`src/rtl/sq_meas_pkg.sv`:
```
// Shared types and default constants for the square-wave period measurement block.
package sq_meas_pkg;

  localparam int unsigned N_DEF   = 4;
  localparam int unsigned TMO_DEF = 32;

  typedef enum logic [1:0] {
    IDLE = 2'd0,
    HIGH = 2'd1,
    LOW  = 2'd2
  } state_e;

endpackage

```
`src/rtl/sync_edge_det.sv`:
```
// Two-flop synchronizer for an asynchronous input, plus a registered edge-detect stage.
module sync_edge_det (
  input  logic clk,
  input  logic reset,
  input  logic sq_in,
  output logic s,
  output logic rise,
  output logic fall
);

  logic meta_q;
  logic sync_q;
  logic s_q;
  logic rise_q;
  logic fall_q;

  // s, rise and fall update together so the edge pulse coincides with the first cycle of the new level
  always_ff @(posedge clk or negedge reset) begin
    if (!reset) begin
      meta_q <= 1'b0;
      sync_q <= 1'b0;
      s_q    <= 1'b0;
      rise_q <= 1'b0;
      fall_q <= 1'b0;
    end else begin
      meta_q <= sq_in;
      sync_q <= meta_q;
      s_q    <= sync_q;
      rise_q <= sync_q & ~s_q;
      fall_q <= ~sync_q & s_q;
    end
  end

  assign s    = s_q;
  assign rise = rise_q;
  assign fall = fall_q;

endmodule

```
`src/rtl/sq_wave_meas.sv`:
```
// Measures high and low phase lengths of an asynchronous square wave, with overflow and edge timeout.
module sq_wave_meas
  import sq_meas_pkg::*;
#(
  parameter int unsigned N   = N_DEF,
  parameter int unsigned TMO = TMO_DEF
) (
  input  logic         clk,
  input  logic         reset,
  input  logic         sq_in,
  output logic [N-1:0] m_out,
  output logic [N-1:0] n_out,
  output logic         valid,
  output logic         ovf,
  output logic         timeout
);

  localparam int unsigned CW = N + 1;
  localparam int unsigned TW = $clog2(TMO + 1);
  localparam logic [CW-1:0] CNT_MAX  = '1;
  localparam logic [CW-1:0] LEN_MAX  = CW'((1 << N) - 1);
  localparam logic [TW-1:0] TMO_FULL = TW'(TMO);
  localparam logic [TW-1:0] TMO_LAST = TW'(TMO - 1);

  logic s;
  logic rise;
  logic fall;

  state_e         state_q, state_d;
  logic [CW-1:0]  cnt_q, cnt_d;
  logic [TW-1:0]  tmo_q, tmo_d;
  logic [CW-1:0]  hi_q, hi_d;
  logic           hi_vld_q, hi_vld_d;
  logic [N-1:0]   m_q, m_d;
  logic [N-1:0]   n_q, n_d;
  logic           valid_q, valid_d;
  logic           ovf_q, ovf_d;
  logic           to_q, to_d;

  sync_edge_det u_sync (
    .clk   (clk),
    .reset (reset),
    .sq_in (sq_in),
    .s     (s),
    .rise  (rise),
    .fall  (fall)
  );

  function automatic logic [N-1:0] clip(input logic [CW-1:0] c);
    return (c > LEN_MAX) ? N'(LEN_MAX) : N'(c);
  endfunction

  always_ff @(posedge clk or negedge reset) begin
    if (!reset) begin
      state_q  <= IDLE;
      cnt_q    <= '0;
      tmo_q    <= '0;
      hi_q     <= '0;
      hi_vld_q <= 1'b0;
      m_q      <= '0;
      n_q      <= '0;
      valid_q  <= 1'b0;
      ovf_q    <= 1'b0;
      to_q     <= 1'b0;
    end else begin
      state_q  <= state_d;
      cnt_q    <= cnt_d;
      tmo_q    <= tmo_d;
      hi_q     <= hi_d;
      hi_vld_q <= hi_vld_d;
      m_q      <= m_d;
      n_q      <= n_d;
      valid_q  <= valid_d;
      ovf_q    <= ovf_d;
      to_q     <= to_d;
    end
  end

  // cnt_q/tmo_q equal the number of cycles s has held its level since the last edge
  always_comb begin
    state_d  = state_q;
    cnt_d    = cnt_q;
    tmo_d    = tmo_q;
    hi_d     = hi_q;
    hi_vld_d = hi_vld_q;
    m_d      = m_q;
    n_d      = n_q;
    valid_d  = 1'b0;
    ovf_d    = ovf_q;
    to_d     = to_q;

    if (rise || fall) begin
      cnt_d = CW'(1);
      tmo_d = TW'(1);
    end else begin
      if (cnt_q != CNT_MAX)  cnt_d = cnt_q + CW'(1);
      if (tmo_q != TMO_FULL) tmo_d = tmo_q + TW'(1);
    end

    case (state_q)
      IDLE: begin
        if (rise || fall) begin
          state_d  = rise ? HIGH : LOW;
          to_d     = 1'b0;
          hi_vld_d = 1'b0;
        end
      end
      HIGH: begin
        if (fall) begin
          hi_d     = cnt_q;
          hi_vld_d = 1'b1;
          state_d  = LOW;
        end else if (tmo_q == TMO_LAST) begin
          state_d  = IDLE;
          to_d     = 1'b1;
          hi_vld_d = 1'b0;
        end
      end
      LOW: begin
        if (rise) begin
          state_d = HIGH;
          if (hi_vld_q) begin
            m_d     = clip(hi_q);
            n_d     = clip(cnt_q);
            ovf_d   = (hi_q > LEN_MAX) | (cnt_q > LEN_MAX);
            valid_d = 1'b1;
          end
        end else if (tmo_q == TMO_LAST) begin
          state_d  = IDLE;
          to_d     = 1'b1;
          hi_vld_d = 1'b0;
        end
      end
      default: state_d = IDLE;
    endcase
  end

  assign m_out   = m_q;
  assign n_out   = n_q;
  assign valid   = valid_q;
  assign ovf     = ovf_q;
  assign timeout = to_q;

endmodule

```
`config.mk`:
```
export PLATFORM = sky130hd
export DESIGN_NAME = sq_wave_meas
export DESIGN_NICKNAME = d
export VERILOG_FILES = /design/src/rtl/sq_meas_pkg.sv /design/src/rtl/sync_edge_det.sv /design/src/rtl/sq_wave_meas.sv
export SDC_FILE = /design/constraint.sdc
export NUM_CORES = 1
export LEC_CHECK = 0
export BUFFER_PORTS_ARGS = -buffer_cell sky130_fd_sc_hd__buf_2
export CAP_MARGIN = 5
export CORE_MARGIN = 4
export CORE_UTILIZATION = 45
export CTS_CLUSTER_SIZE = 30
export DETAILED_ROUTE_END_ITERATION = 8
export GPL_TIMING_DRIVEN = 0
export MAX_ROUTING_LAYER = met4
export PLACE_DENSITY = 0.7
export SETUP_SLACK_MARGIN = 0.1
export SYNTH_ARGS = -nofsm -noshare
export SYNTH_HDL_FRONTEND = slang
export SYNTH_SLANG_ARGS = --single-unit
export TNS_END_PERCENT = 5
```
`constraint.sdc`:
```
create_clock -name clk -period 2 [get_ports clk]
set_clock_uncertainty 0.1 [all_clocks]
set_input_delay 0.1 -clock clk [delete_from_list [all_inputs] [get_ports clk]]
set_output_delay 0.1 -clock clk [all_outputs]
set_load 0.01 [all_outputs]
```
==> flow_summary.yaml, run 1 <==
layout:
  n_antenna_cell: 0
  final_cell_area_um2: 1960
  nets: 198
  syn_to_final_growth_pct: 16.3
  fill_cells: 316
  drive_gt1_share_pct: 19.8
sta:
  finalSetupViolCount: 0
  period_minus_slack_ns: 1.88
  rsz0062_at_grt: "true"
  hold_viol: 0
  tightest_slew_ns: 0.752
  fmax_mhz: 533
  setup_tns_ns: 0
  fin_hold_ws_ns: 0.255
  min_period_over_period_pct: 93.8
  slew_headroom_pct: 49.8
  drv_slew: 0
power_and_ir_drop:
  p_sw_share_pct: 30.8
  combPwrFrac_pct: 25.8
  p_leak_nw: 0.924
  p_sw_uw: 661
  power_density_nw_per_um2: 1090
  vdd_drop_max_mv: 0.467
  p_seq_share_pct: 43.7
  internal_power_mw: 1.48
  p_clk_share_pct: 30.5
synth:
  synth_nets: 175
  ys.warnings.count: 0
  synth_cell_types: 41
  yosys-top-cells-area: "dfrtp_1, ha_1, o21ai_0, nor2_1, mux2_2"
  syn_area_per_cell_um2: 10.3
  yosysMostFrequentCell: "dfrtp_1"
  ys.flop_type: "dfrtp_1"
  synth_edf_count: 0
  async_reset_ff_share_pct: 100
  synth_top_area_share_pct: 51.9
  yosysSeqAreaShare_pct: 51.9
  synth_largest_area_cell: "dfrtp_1"
  syn_area_um2: 1690
  ys_ff_latch: 35
  synth_common_cells: "dfrtp_1, nor2_1, nand2_1, o21ai_0"
  synthCells: 163
clocking:
  path_clk_slew_ns: 0.07
  clock_path_buffers: 2
  h-tree-depth: 2
  cts_tree: "done"
  insertion_delay_ns: 0.28
  root_buffer: "clkbuf_8"
  numCtsBuffers: 5
  clock_sinks: 35
routing:
  ant_nets: 0
  first_pass_iters: 4
  vias: 1229
  drc: 0
  vias_per_cell: 5.27
  routed_wl_mm: 3.08
  drt_iter0_markers: 87
  wl_per_cell_um: 13.2
placed_design:
  place_area_um2: 1810
  place_congestion: 0.913
  hpwl_mm: 2.15
  numPortBuffers: 13
setup_path:
  crit_slowest_cell: "dfrtp_1"
  rr_worst_depth: 6
  reg2reg_slack_ns: 0.12
  rr_endpoint: "cnt_q[3]$_DFFE_PN0P_"
  slowest_delay_ns: 0.45
  cpMostUsedCell: "ha_1"
  cp-start-kind: "register"
  critPathKind: "reg2reg"
  worstPathMaxFanout: 7
  r2r_start: "cnt_q[1]$_DFFE_PN0P_"
  crit_family: "simple AND/OR/NAND/NOR gates"
  worstPathArrival_ns: 1.99
  cp_num_buf_inv: 1
  crit_path_end_kind: "register"
  cp.depth: 6
  worst_ep_required_time_ns: 2.11
  crit_chain: "ha_1 > and3_1 > ha_1 > clkbuf_2 > or3_1 > a21oi_1"
global_routing:
  antenna_found_initial: 0
  grt_max_degree: 36
  groute.usage.overall_pct: 14.5
  grt-ovfl-total: 0
  grt_pass1_vias: 1165
  grt_pass1_wl_mm: 5.46
floorplan:
  initial_core_util_pct: 48.6
  core_um2: 3470
  die_w_um: 69.2
  io_pins: 14
  dieArea_um2: 4790
  dieHeight_um: 69.2
  rows: 21
hold_path:
  hold_start: "u_sync.meta_q$_DFF_PN0_"
  whs_path_depth: 0
  holdCritPathClass: "reg2reg"
  min_to: "u_sync.sync_q$_DFF_PN0_"
status:
  status: "finished clean"
flow_run:
  drv_cap: 0
sequential cells by signal, summed over array words and instances, names as in the netlist, 2 cells and up:
signal   count
m_out        4
hi_q         5
cnt_q        5
tmo_q        6
n_out        4
state_q      2
worst max-delay path by stage:
| stage | from | to | slack (ns) |
|---|---|---|---|
| 3_5_place_dp | cnt_q[0]$_DFFE_PN0P_ | cnt_q[3]$_DFFE_PN0P_ | 0.07 |
| 3_3_place_gp | cnt_q[0]$_DFFE_PN0P_ | cnt_q[3]$_DFFE_PN0P_ | 0.11 |
| 6_report | cnt_q[1]$_DFFE_PN0P_ | cnt_q[3]$_DFFE_PN0P_ | 0.12 |
| 2_1_floorplan | cnt_q[0]$_DFFE_PN0P_ | cnt_q[3]$_DFFE_PN0P_ | 0.22 |
| 5_1_grt | cnt_q[1]$_DFFE_PN0P_ | cnt_q[3]$_DFFE_PN0P_ | 0.03 |
| 4_1_cts | cnt_q[1]$_DFFE_PN0P_ | cnt_q[3]$_DFFE_PN0P_ | 0.12 |
final cells by class:
class	count	area (um^2)	share of cell area, %
buffer	5	21.3	1.08
clock buffer	6	82.6	4.21
multi-input combinational	114	762	38.8
timing repair buffer	16	92.6	4.72
sequential	35	877	44.7
inverter	9	33.8	1.72
tap	46	57.6	2.93
clock inverter	2	35.0	1.79
placed cells by master, fill, tap and decap left out, types with 2 or more instances in the layout:
cell	count
ha_1	9
o21bai_1	2
inv_1	9
dlygate4sd3_1	2
or3_1	2
mux2_2	5
a21oi_1	9
clkbuf_1	3
clkbuf_8	6
nor2b_1	6
o21ai_0	12
buf_2	14
xnor2_1	2
o211ai_1	3
nand2_1	12
o21ai_1	4
nor2_1	16
nand3_1	5
dfrtp_1	34
xor2_1	3
cells by family (layout without fill, tap and decap cells):
group | count (synthesis) | after routing | synth area share [%]
simple gates | 55 | 55 | 17.1
compound gates | 39 | 39 | 14.6
flops | 35 | 35 | 51.9
buf+inv | 14 | 38 | 3.19
fa+ha+maj | 9 | 9 | 6.68
mux | 6 | 6 | 3.93
xor+xnor | 5 | 5 | 2.60
power by group through the flow:
stage	clock network (mW)	logic [mW]	registers [mW]
2_1_floorplan	0	0.407	0.934
3_3_place_gp	0	0.520	0.943
3_5_place_dp	0	0.541	0.952
4_1_cts	0.668	0.554	0.938
5_1_grt	0.707	0.633	0.956
6_report	0.655	0.554	0.937
stage by stage:
| stage | util, % | worst slack [ns] | std cells | power (mW) |
|---|---|---|---|---|
| 2_1_floorplan | - | 0.217 | 163 | 1.34 |
| 3_3_place_gp | 52.2 | 0.109 | 222 | 1.46 |
| 3_5_place_dp | 52.2 | 0.0670 | 222 | 1.49 |
| 4_1_cts | 56.4 | 0.121 | 233 | 2.16 |
| 5_1_grt | 56.6 | 0.0348 | 233 | 2.30 |
| 6_report | 56.6 | 0.124 | 233 | 2.15 |
per-layer routing:
layer	share of wire [%]	up-vias	global-route usage [%]	routed length, um
li1	-	613	-	-
met1	47	589	18.7	1430
met2	48	23	21.2	1480
met3	4.3	4	4.20	132
met4	1.3	0	6.07	39
met5	0	-	-	0
repair_timing:
| action | in CTS | in global routing |
|---|---|---|
| pin swaps | 0 | 0 |
| setup buffers | 1 | 0 |
| endpoints found under the setup margin | 1 | 11 |
| hold buffers | 2 | 0 |
| endpoints found under the hold margin | 36 | 0 |
| resized for setup | 2 | 1 |
(Power assumes the default switching activity.)
==> run 2: changes to the inputs <==
- CAP_MARGIN: 5 -> not set
- clock period: 2 -> 1.9 ns (I/O delays scaled with it)
==> flow_summary.yaml, run 2 (synthesis results as in run 1) <==
setup_path:
  slowest_delay_ns: 0.41
  crit_path_end: "cnt_q[3]$_DFFE_PN0P_"
  rr_worst_depth: 6
  crit_path_end_kind: "register"
  worst_ep_required_time_ns: 2.01
  reg2reg_slack_ns: 0.11
  critPathLaunch: "cnt_q[0]$_DFFE_PN0P_"
  cp-start-kind: "register"
  crit_slowest_cell: "dfrtp_2"
  worstPathArrival_ns: 1.90
  crit_chain: "ha_1 > and3_4 > ha_1 > clkbuf_8 > or3_1 > a21oi_1"
  worstPathMaxFanout: 7
  r2r_start: "cnt_q[0]$_DFFE_PN0P_"
  rr_endpoint: "cnt_q[3]$_DFFE_PN0P_"
  critPathKind: "reg2reg"
  cpMostUsedCell: "ha_1"
sta:
  tightest_slew_ns: 0.756
  rsz0062_at_grt: "true"
  hold_viol: 0
  fmax_mhz: 560
  period_minus_slack_ns: 1.79
  drv_slew: 0
  setup_tns_ns: 0
  slew_headroom_pct: 49.6
  min_period_over_period_pct: 94.0
  fin_hold_ws_ns: 0.255
  finalSetupViolCount: 0
routing:
  drt_iter0_markers: 80
  drc: 0
  vias_per_cell: 5.23
  vias: 1223
  wl_per_cell_um: 13.2
  ant_nets: 0
  first_pass_iters: 4
  routed_wl_mm: 3.08
placed_design:
  hpwl_mm: 2.15
  place_congestion: 0.913
  dp.cells: 222
  numPortBuffers: 13
power_and_ir_drop:
  p_clk_share_pct: 30.4
  p_sw_share_pct: 30.8
  power_density_nw_per_um2: 1140
  p_leak_nw: 0.931
  p_sw_uw: 700
  combPwrFrac_pct: 26.4
  internal_power_mw: 1.57
  vdd_drop_max_mv: 0.493
  p_seq_share_pct: 43.2
flow_run:
  drv_cap: 0
floorplan:
  io_pins: 14
  dieHeight_um: 69.2
  die_w_um: 69.2
  rows: 21
  dieArea_um2: 4790
  initial_core_util_pct: 48.6
  core_um2: 3470
layout:
  top_register: "tmo_q"
  syn_to_final_growth_pct: 17.7
  nets: 199
  mostFrequentLayoutCell: "dfrtp_1"
  fin_util_pct: 57.3
  drive_gt1_share_pct: 21.8
  finalNonFillerCells: 234
  largest_register_ffs: 6
  n_antenna_cell: 0
  mostFrequentLayoutCells: "dfrtp_1, nor2_1, buf_2, nand2_1, o21ai_0"
  largestRegisters: "tmo_q x6, cnt_q x5, hi_q x5"
global_routing:
  grt_pass1_wl_mm: 5.50
  groute.usage.overall_pct: 14.5
  grt-ovfl-total: 0
  antenna_found_initial: 0
  grt_max_degree: 36
  grt_pass1_vias: 1177
clocking:
  insertion_delay_ns: 0.28
  h-tree-depth: 2
  clock_sinks: 35
  path_clk_slew_ns: 0.07
  cts_tree: "done"
  clock_path_buffers: 2
  numCtsBuffers: 5
  root_buffer: "clkbuf_8"
status:
  status: "finished clean"
hold_path:
  hold_start: "u_sync.meta_q$_DFF_PN0_"
  holdCritPathClass: "reg2reg"
## run 2: changes by cell type in the layout (fill, tap and decap cells not counted)
cell / previous run / this run
clkbuf_8: 6 / 7
clkbuf_1: 3 / 2
buf_4: 1 / 2
and3_4: 0 / 1
and3_1: 1 / 0
dfrtp_2: 1 / 2
dfrtp_1: 34 / 33
## run 2: worst min-delay path by stage
stage                                    endpoint  cells past startpoint
after global routing      u_sync.sync_q$_DFF_PN0_                      0
after CTS                 u_sync.sync_q$_DFF_PN0_                      0
final                     u_sync.sync_q$_DFF_PN0_                      0
after detailed placement   state_q[1]$_DFFE_PN0P_                      1
after global placement     state_q[0]$_DFFE_PN0P_                      1
after floorplan              cnt_q[0]$_DFFE_PN0P_                      0
## run 2: per-stage QoR
stage | cell area (um^2) | power, mW | setup WS, ns
after floorplan | 1690 | 1.41 | 0.117
after global routing | 1990 | 2.43 | 0.00560
after global placement | 1810 | 1.54 | 0.00850
after CTS | 1980 | 2.28 | 0.0852
after detailed placement | 1810 | 1.57 | -0.0330
final | 1990 | 2.27 | 0.114
## run 2: power groups by stage
stage                     combinational, mW  clock, mW  sequential, mW
after CTS                             0.598      0.704           0.982
after global placement                0.547          0           0.993
final                                 0.600      0.691           0.981
after detailed placement              0.569          0            1.00
after global routing                  0.684      0.744            1.00
after floorplan                       0.428          0           0.984
## run 2: timing repair
action,4_1_cts,5_1_grt
gates resized for setup,6,3
buffers inserted,2,0
endpoints found under the setup margin,5,11
hold buffers,2,0
endpoints found under the hold margin,36,0
## run 2: final cells by class
cell class / instances / area, um^2
fill: 308 / 1480
tap: 46 / 57.6
clock buffer: 6 / 82.6
inverter: 9 / 33.8
timing repair buffer: 17 / 100
buffer: 5 / 31.3
multi-input combinational: 114 / 767
sequential: 35 / 878
clock inverter: 2 / 35.0
## run 2: worst max-delay path: cells and delay by family, from the launching register on
family / cells / cell delay [ns]
buf+inv: 1 / 0.15
fa+ha+maj: 2 / 0.38
compound gates: 1 / 0.14
simple gates: 2 / 0.52
flops: 1 / 0.41
## run 2: layer usage
layer,GRT usage (%),up-vias,routed length (um)
met5,-,-,0
met4,6.07,0,40
met3,4.20,4,137
met2,21.3,26,1470
met1,18.8,578,1430
li1,-,615,-
==> run 3: changes to the inputs <==
- PLACE_DENSITY: 0.7 -> 0.62
- SETUP_SLACK_MARGIN: 0.1 -> 0.5
- SLEW_MARGIN: not set -> 20
==> flow_summary.yaml, run 3 (synthesis results as in run 1) <==
routing:
  drc: 0
  ant_nets: 0
  vias_per_cell: 5.35
  drt_iter0_markers: 66
  routed_wl_mm: 3.47
  vias: 1285
  wl_per_cell_um: 14.5
  first_pass_iters: 4
layout:
  largestRegisters: "tmo_q x6, cnt_q x5, hi_q x5"
  fill_cells: 314
  largest_register_ffs: 6
  ff_latch_area_um2: 881
  drive_gt1_share_pct: 32.5
  multi_input_area_um2: 858
  mostFrequentLayoutCells: "dfrtp_1, nor2_1, buf_2, nand2_1, o21ai_0"
  syn_to_final_growth_pct: 26.5
  mostFrequentLayoutCell: "dfrtp_1"
  top_register: "tmo_q"
  n_antenna_cell: 0
  final_cell_area_um2: 2130
  nets: 205
floorplan:
  initial_core_util_pct: 48.6
  die_w_um: 69.2
  dieHeight_um: 69.2
  dieArea_um2: 4790
  rows: 21
  io_pins: 14
  core_um2: 3470
setup_path:
  worst_ep_required_time_ns: 2.02
  critPathKind: "reg2reg"
  cp-start-kind: "register"
  worstPathArrival_ns: 1.76
  crit_path_end_kind: "register"
  worstPathMaxFanout: 5
sta:
  finalSetupViolCount: 0
  period_minus_slack_ns: 1.65
  setup_tns_ns: 0
  drv_slew: 0
  hold_viol: 0
  slew_headroom_pct: 49.2
  fmax_mhz: 608
  tightest_slew_ns: 0.762
  rsz0062_at_grt: "true"
  min_period_over_period_pct: 86.6
global_routing:
  antenna_found_initial: 0
  grt_max_degree: 36
  grt_pass1_wl_mm: 5.94
  grt-ovfl-total: 0
  grt_pass1_vias: 1249
  groute.usage.overall_pct: 16.0
flow_run:
  drv_cap: 0
power_and_ir_drop:
  p_sw_uw: 781
  p_leak_nw: 0.976
  power_mw: 2.47
  p_seq_share_pct: 40.1
  vdd_drop_max_mv: 0.649
  p_clk_share_pct: 28.0
  power_density_nw_per_um2: 1160
  internal_power_mw: 1.69
  combPwrFrac_pct: 31.8
  p_sw_share_pct: 31.6
placed_design:
  numPortBuffers: 13
  place_congestion: 0.848
  hpwl_mm: 2.28
  place_area_um2: 1840
clocking:
  cts_tree: "done"
  numCtsBuffers: 5
  root_buffer: "clkbuf_8"
  path_clk_slew_ns: 0.07
  h-tree-depth: 2
  clock_sinks: 35
  insertion_delay_ns: 0.29
  clock_path_buffers: 2
hold_path:
  holdCritPathClass: "reg2reg"
status:
  status: "finished clean"
## run 3: cell count changes in the layout (fill, tap and decap cells not counted), moves of 2 or more
| cell | before | now |
|---|---|---|
| nor2b_2 | 0 | 2 |
| buf_4 | 2 | 7 |
| nor2b_1 | 6 | 4 |
| ha_1 | 9 | 5 |
| ha_4 | 0 | 3 |
| dfrtp_1 | 33 | 31 |
| dfrtp_2 | 2 | 4 |
## run 3: area by class of cell
type | count | share of cell area (%)
buffer | 5 | 1.70
clock buffer | 6 | 3.87
clock inverter | 2 | 1.64
inverter | 9 | 1.58
multi-input combinational | 114 | 40.2
sequential | 35 | 41.3
tap | 46 | 2.70
timing repair buffer | 23 | 6.98
## run 3: worst paths after layout
check / startpoint / endpoint / slack [ns] / depth (start not counted)
max in group asynchronous: reset / cnt_q[1]$_DFFE_PN0P_ / 0.85 / 2
max reg2reg: cnt_q[0]$_DFFE_PN0P_ / cnt_q[3]$_DFFE_PN0P_ / 0.25 / 6
min reg2reg: u_sync.meta_q$_DFF_PN0_ / u_sync.sync_q$_DFF_PN0_ / 0.25 / 0
max: cnt_q[0]$_DFFE_PN0P_ / cnt_q[3]$_DFFE_PN0P_ / 0.25 / 6
min in group asynchronous: reset / state_q[0]$_DFFE_PN0P_ / 0.31 / 2
min: u_sync.meta_q$_DFF_PN0_ / u_sync.sync_q$_DFF_PN0_ / 0.25 / 0
## run 3: critical path, cell delays in order, from the launching register on
cell     delay (ns)
dfrtp_2        0.43
ha_4           0.16
and3_4         0.18
ha_4           0.15
buf_8          0.12
or3_4          0.32
a21oi_2        0.11
## run 3: metrics by stage
step	hold slack [ns]	utilization, %	instances	setup slack [ns]
2_1_floorplan	-0.301	-	163	0.265
3_3_place_gp	0.104	53.0	222	0.166
3_5_place_dp	0.106	53.0	222	0.0996
4_1_cts	0.253	59.3	238	0.235
5_1_grt	0.261	61.5	240	0.214
6_report	0.251	61.5	240	0.254
## run 3: layer usage
| layer | global-route usage (%) | vias to the layer above | wire length (um) |
|---|---|---|---|
| met2 | 24.2 | 20 | 1690 |
| met3 | 4.78 | 7 | 142 |
| met1 | 19.7 | 632 | 1560 |
| met4 | 7.16 | 0 | 81 |
| met5 | - | - | 0 |
| li1 | - | 626 | - |
## run 3: timing repair
item | 4_1_cts | 5_1_grt
endpoints found under the hold margin | 36 | 0
buffers inserted | 6 | 2
resized for setup | 9 | 20
setup endpoints to repair | 29 | 28
hold buffers | 2 | 0
pin swaps | 1 | 2
## run 3: power by group through the flow
stage          clock network, mW  registers, mW  logic [mW]
2_1_floorplan                  0          0.985       0.430
3_3_place_gp                   0          0.997       0.554
3_5_place_dp                   0           1.00       0.577
4_1_cts                    0.707          0.986       0.678
5_1_grt                    0.735           1.01       0.871
6_report                   0.692          0.991       0.786
